## src/rtl/mem_port_arbiter.sv

```systemverilog
`default_nettype none
// ============================================================================
// Module      : mem_port_arbiter
// Description : Arbitrates three burst requesters (0=fc, 1=cv, 2=mp) onto a
//               single beat-oriented memory port. A winner is chosen in IDLE
//               and owns the port for its whole burst of len+1 beats.
//               Write bursts end when every beat has been issued. Read bursts
//               end when every beat has been issued and returned.
// Ports       : clk, rst_n (async, active-low)
//               req/we/addr/len/wdata : packed per-requester burst requests
//               gnt/ack/rvalid/rdata  : requester-side status and read data
//               m_req/m_we/m_addr/m_wdata/m_ready/m_rvalid/m_rdata : memory
// Config      : ARB_FIXED_PRIO_EN defined   -> fixed priority cv > fc > mp
//               ARB_FIXED_PRIO_EN undefined -> round-robin after last owner
// Revision    : 1.0 - initial release
// ============================================================================
module mem_port_arbiter (
  input  logic        clk,
  input  logic        rst_n,
  input  logic [2:0]  req,
  input  logic [2:0]  we,
  input  logic [80:0] addr,
  input  logic [23:0] len,
  input  logic [95:0] wdata,
  output logic [2:0]  gnt,
  output logic [2:0]  ack,
  output logic [2:0]  rvalid,
  output logic [31:0] rdata,
  output logic        m_req,
  output logic        m_we,
  output logic [26:0] m_addr,
  output logic [31:0] m_wdata,
  input  logic        m_ready,
  input  logic        m_rvalid,
  input  logic [31:0] m_rdata
);

  typedef enum logic [0:0] {
    IDLE = 1'b0,
    BUSY = 1'b1
  } state_t;

  state_t      state_q,    state_d;
  logic [1:0]  owner_q,    owner_d;
  logic        we_q,       we_d;
  logic [26:0] addr_q,     addr_d;
  logic [8:0]  beats_q,    beats_d;
  logic [8:0]  issued_q,   issued_d;
  logic [8:0]  returned_q, returned_d;

  logic [1:0]  winner;
  logic        busy;
  logic        issue;
  logic        ret;
  logic [2:0]  owner_oh;

  // --------------------------------------------------------------------------
  // Arbitration
  // --------------------------------------------------------------------------
`ifdef ARB_FIXED_PRIO_EN
  always_comb begin
    winner = 2'd0;
    if (req[1])      winner = 2'd1;
    else if (req[0]) winner = 2'd0;
    else if (req[2]) winner = 2'd2;
  end
`else
  logic [1:0] last_owner_q, last_owner_d;
  logic [1:0] cand0, cand1, cand2;

  function automatic logic [1:0] inc3(input logic [1:0] x);
    return (x == 2'd2) ? 2'd0 : x + 2'd1;
  endfunction

  // Candidates in descending priority; the later assignment wins, so the
  // checks run from lowest to highest priority.
  always_comb begin
    cand0  = inc3(last_owner_q);
    cand1  = inc3(cand0);
    cand2  = inc3(cand1);
    winner = cand0;
    if (req[cand2]) winner = cand2;
    if (req[cand1]) winner = cand1;
    if (req[cand0]) winner = cand0;
  end

  always_comb begin
    last_owner_d = last_owner_q;
    if (state_q == IDLE && |req) last_owner_d = winner;
  end

  // Reset value 2 makes fc the first requester searched.
  always_ff @(posedge clk or negedge rst_n) begin
    if (!rst_n) last_owner_q <= 2'd2;
    else        last_owner_q <= last_owner_d;
  end
`endif

  // --------------------------------------------------------------------------
  // Burst datapath and FSM
  // --------------------------------------------------------------------------
  assign busy  = (state_q == BUSY);
  assign m_req = busy && (issued_q < beats_q);
  assign issue = m_req & m_ready;
  assign ret   = busy & ~we_q & m_rvalid;

  always_comb begin
    state_d    = state_q;
    owner_d    = owner_q;
    we_d       = we_q;
    addr_d     = addr_q;
    beats_d    = beats_q;
    issued_d   = issued_q;
    returned_d = returned_q;
    case (state_q)
      IDLE: begin
        if (|req) begin
          state_d    = BUSY;
          owner_d    = winner;
          issued_d   = 9'd0;
          returned_d = 9'd0;
          case (winner)
            2'd1: begin
              we_d    = we[1];
              addr_d  = addr[53:27];
              beats_d = {1'b0, len[15:8]} + 9'd1;
            end
            2'd2: begin
              we_d    = we[2];
              addr_d  = addr[80:54];
              beats_d = {1'b0, len[23:16]} + 9'd1;
            end
            default: begin
              we_d    = we[0];
              addr_d  = addr[26:0];
              beats_d = {1'b0, len[7:0]} + 9'd1;
            end
          endcase
        end
      end
      BUSY: begin
        issued_d   = issued_q + {8'd0, issue};
        returned_d = returned_q + {8'd0, ret};
        // Use the post-update counts so a beat issued or returned this
        // cycle finishes the burst without an extra BUSY cycle.
        if (issued_d == beats_q && (we_q || returned_d == beats_q))
          state_d = IDLE;
      end
      default: state_d = IDLE;
    endcase
  end

  always_ff @(posedge clk or negedge rst_n) begin
    if (!rst_n) begin
      state_q    <= IDLE;
      owner_q    <= 2'd0;
      we_q       <= 1'b0;
      addr_q     <= 27'd0;
      beats_q    <= 9'd0;
      issued_q   <= 9'd0;
      returned_q <= 9'd0;
    end else begin
      state_q    <= state_d;
      owner_q    <= owner_d;
      we_q       <= we_d;
      addr_q     <= addr_d;
      beats_q    <= beats_d;
      issued_q   <= issued_d;
      returned_q <= returned_d;
    end
  end

  // --------------------------------------------------------------------------
  // Outputs
  // --------------------------------------------------------------------------
  always_comb begin
    owner_oh = 3'b000;
    case (owner_q)
      2'd1:    owner_oh = 3'b010;
      2'd2:    owner_oh = 3'b100;
      default: owner_oh = 3'b001;
    endcase
  end

  assign gnt    = busy  ? owner_oh : 3'b000;
  assign ack    = issue ? owner_oh : 3'b000;
  assign rvalid = ret   ? owner_oh : 3'b000;
  assign rdata  = m_rdata;
  assign m_we   = busy & we_q;
  assign m_addr = addr_q + {18'd0, issued_q};

  always_comb begin
    case (owner_q)
      2'd1:    m_wdata = wdata[63:32];
      2'd2:    m_wdata = wdata[95:64];
      default: m_wdata = wdata[31:0];
    endcase
  end

endmodule
`default_nettype wire

```

## config.mk

```make
export PLATFORM = sky130hd
export DESIGN_NAME = mem_port_arbiter
export DESIGN_NICKNAME = d
export VERILOG_FILES = /design/src/rtl/mem_port_arbiter.sv
export SDC_FILE = /design/constraint.sdc
export NUM_CORES = 1
export LEC_CHECK = 0
export BUFFER_PORTS_ARGS = -buffer_cell sky130_fd_sc_hd__buf_2
export CORE_AREA = 2 2 133 135
export DETAILED_ROUTE_END_ITERATION = 8
export DIE_AREA = 0 0 135 137
export HOLD_SLACK_MARGIN = 0.15
export PLACE_DENSITY_LB_ADDON = 0.25
export REMOVE_ABC_BUFFERS = 1
export SETUP_SLACK_MARGIN = 0.5
export SLEW_MARGIN = 20
export SYNTH_ARGS = -nofsm -noshare
export SYNTH_HDL_FRONTEND = slang
export SYNTH_SLANG_ARGS = --single-unit
```

## constraint.sdc

```tcl
create_clock -name clk -period 3.4 [get_ports clk]
set_input_delay 0.68 -clock clk [delete_from_list [all_inputs] [get_ports clk]]
set_output_delay 0.68 -clock clk [all_outputs]
set_load 0.05 [all_outputs]
```

==> summary.txt <==
Drt
  • WL per Instance: 18.0 µm
  • DRC: 0
  • DRT iter0 DRCs: 396
  • Pre-antenna DRT Iters: 5
  • DRT Wirelength: 21300 µm
  • Vias/cell: 5.24
  • Remaining antenna violation count: 0
  • Vias: 6198

Yosys
  • Post-synth ARST share: 1.00
  • Top cell type's share of synthesized area: 0.265
  • Main flop type after synthesis: dfrtp_1
  • Multiplexer share of the synthesized area: 0.00960
  • Area leader, netlist: dfrtp_1
  • Yosys cell types: 58
  • Yosys warnings: 0
  • Mean post-synth cell area: 7.98 µm²
  • XOR/XNOR Fraction of Synth Area: 0.0896
  • Seq/Total Area, Yosys: 0.270
  • Synth Area in Compound Gates: 0.297
  • Combinational family with the most area after synthesis: compound AO/OA/AOI/OAI gates
  • Synth Area in Adders: 0.0653
  • Post-Synthesis Cells: 686
  • #FFs+latches synth: 59
  • Synthesized area: 5480 µm²
  • Largest cells by area after synthesis: dfrtp_1 27%, o21ai_0 11%, xnor2_1 6.9%
  • Synth Area in Simple Gates: 0.169
  • Post-synth EDFFs: 0

Worst setup path
  • Delay of the slowest critical-path stage: 410 ps
  • FF-to-FF End: busy
  • Cell Chain, Critical Path: ha_4 -> inv_2 -> fa_2 -> nor2b_1 -> o21a_1 -> o21ai_2 -> a31oi_4 -> buf_4 -> buf_6 -> nand3_1 -> xnor2_1 -> buf_4
  • CP required: 2720 ps
  • Crit-path most repeated cell: buf_4
  • R2R Path Start: issued_q[1]
  • Reg2Reg Depth: 16
  • Startpoint Class: flop
  • Slowest CP cell: dfrtp_1
  • CP max FO: 4
  • WP data arrival: 2580 ps
  • Worst Setup Path Type: flop to output pin
  • Crit end category: output pin
  • R2R Setup Slk: 390 ps
  • Crit. Startpoint: addr_q[0]

Placed design
  • Gpl congestion: 0.809
  • Port Buffer Count: 280
  • Post-detail-place hpwl: 15900 µm
  • Dpl cells: 1135
  • Pre-CTS setup slack: 240 ps

Min path
  • Worst hold path type: input pin to asynchronous set/reset pin

GRT
  • Total GRT Usage: 0.217
  • Vias in the first global route: 5908
  • First-pass GRT wire length: 31500 µm
  • Initial antenna violation count: 0
  • Total congestion overflow: 0
  • Maximum number of pins on one net before global-route repair: 49

Clock tree
  • CTS tree: done
  • Clk Latency, worst-skew pair: 330 ps
  • TritonCTS buffer count: 9
  • CTS H-Tree Depth: 3
  • Max Root-Sink Buffers: 2
  • Root buffer cell: clkbuf_16
  • Clock-pin slew on the worst setup and hold paths: 50 ps
  • Cts hold-fix bufs: 0
  • CTS Sinks: 59

STA
  • Final worst setup slack: 142 ps
  • Slew @ Worst Pin: 786 ps
  • RSZ-0062 raised after global routing: yes
  • Final min period: 3260 ps
  • Final setup vio count: 0
  • Max transition margin: 0.476
  • Final period util: 0.958
  • Clock skew: 4.77 ps
  • Final Max Tran Viols: 0
  • Max Freq: 0.307 GHz
  • Fin. Hold Viols: 0
  • Setup TNS: 0 ps

Die
  • Core Rows: 48
  • I/O pin total: 345
  • Die H: 137 µm
  • Die area: 18500 µm²
  • Starting Density: 0.321
  • CORE AREA: 17100 µm²
  • Width of the chip: 135 µm

Pwr
  • Leakage: 3.91 nW
  • Sw power: 5.49 mW
  • PwrDens: 1200 nW/µm²
  • Switching share of power: 0.564
  • Clock power share: 0.097
  • Total power: 9.73 mW
  • Logic pwr share: 0.759
  • Sequential power share: 0.144
  • VDD IR max: 0.675 mV
  • P_int: 4.25 mW

Final layout
  • # nets final: 1223
  • Area delta synth->final: 48.5%
  • FILL cells: 1686
  • Post-Layout Cell Count: 1182
  • Layout cells sized above 1: 0.451
  • # diodes: 0

Job
  • Max-Cap Viols: 0

Status
  • Status: complete, no violations
sequential cells by signal, summed over array words and instances, names as in the netlist:
register,count
addr_q,27
beats_q,9
busy,1
issued_q,9
last_owner_q,2
owner_q,1
returned_q,9
we_q,1
synthesized netlist by cell type, types with 11 or more instances:
library cell    n
nand3_1        21
and3_1         13
xnor2_1        43
a22o_1         13
a21oi_1        15
buf_4          32
xor2_1         13
dfrtp_1        58
a22oi_1        37
ha_1           27
inv_1          25
a221o_1        32
nand2_1        93
clkbuf_1       37
o21ai_0       118
nor2_1         11
how the worst max path moves through the flow:
stage,end,slack [ps],cells after the start
after floorplan,beats_q[6],-70,11
after global placement,busy,280,14
after detailed placement,busy,240,15
after CTS,m_addr[26],160,11
after global routing,m_addr[24],80,11
final,m_addr[14],140,12
critical path: cells and delay by family, from the launching register on:
kind                     cells  cell delay [ps]
flip-flops                   1              410
AND/OR/NAND/NOR              2              210
AO/OA/AOI/OAI                3              430
buffers and inverters        4              520
XOR/XNOR                     1              180
adder cells (fa/ha/maj)      2              500
logic make-up after synthesis:
kind of cell             count (synthesis)
adder cells (fa/ha/maj)                 28
buffers and inverters                  106
XOR/XNOR                                56
AO/OA/AOI/OAI                          246
flip-flops                              59
multiplexers                             5
AND/OR/NAND/NOR                        186
power groups by stage:
stage | logic, mW | registers (mW) | clock network (mW)
6_report | 7.38 | 1.41 | 0.942
2_1_floorplan | 4.84 | 1.30 | 0
3_5_place_dp | 6.54 | 1.36 | 0
5_1_grt | 7.89 | 1.46 | 0.988
4_1_cts | 7.03 | 1.38 | 0.958
3_3_place_gp | 6.53 | 1.36 | 0
area by class of cell:
class                      count  area [µm²]  area share
clock inverter                 1        30.0     0.00369
multi-input combinational    521        3950       0.485
inverter                      25        93.8      0.0115
tap                          225         282      0.0346
sequential                    59        1480       0.182
timing repair buffer         336        2020       0.248
clock buffer                  15         278      0.0342
placed cells by master, fill, tap and decap left out, drive strengths merged, types with 11 or more instances in the layout:
master  instances
o21ai         118
a22o           13
nand2          93
and3           16
nor2           11
buf           336
a22oi          37
dfrtp          58
xor2           13
a221o          32
a21oi          16
inv            25
nand3          21
ha             27
clkbuf         15
xnor2          43
per-stage QoR:
step | hold WS (ps) | instance area (µm²) | util
final | 343 | 8130 | 0.477
after global routing | 410 | 8130 | 0.477
after CTS | 362 | 7740 | 0.454
after detailed placement | 479 | 6920 | 0.406
after global placement | 479 | 6920 | 0.406
after floorplan | 384 | 5030 | -
routing by layer:
| metal | GRT usage | vias to the layer above | share of wire |
|---|---|---|---|
| met5 | 0.0139 | - | 0 |
| met4 | 0.0463 | 0 | 0.013 |
| met3 | 0.0593 | 26 | 0.075 |
| met2 | 0.346 | 262 | 0.47 |
| met1 | 0.295 | 2920 | 0.44 |
| li1 | - | 2990 | - |
timing repair:
item / in CTS / in global routing
buffers inserted: 16 / 14
cloned: 1 / 0
pin swaps: 23 / 30
gates resized for setup: 87 / 60
endpoints found under the setup margin: 49 / 50
Power figures use the tool's default switching activity.
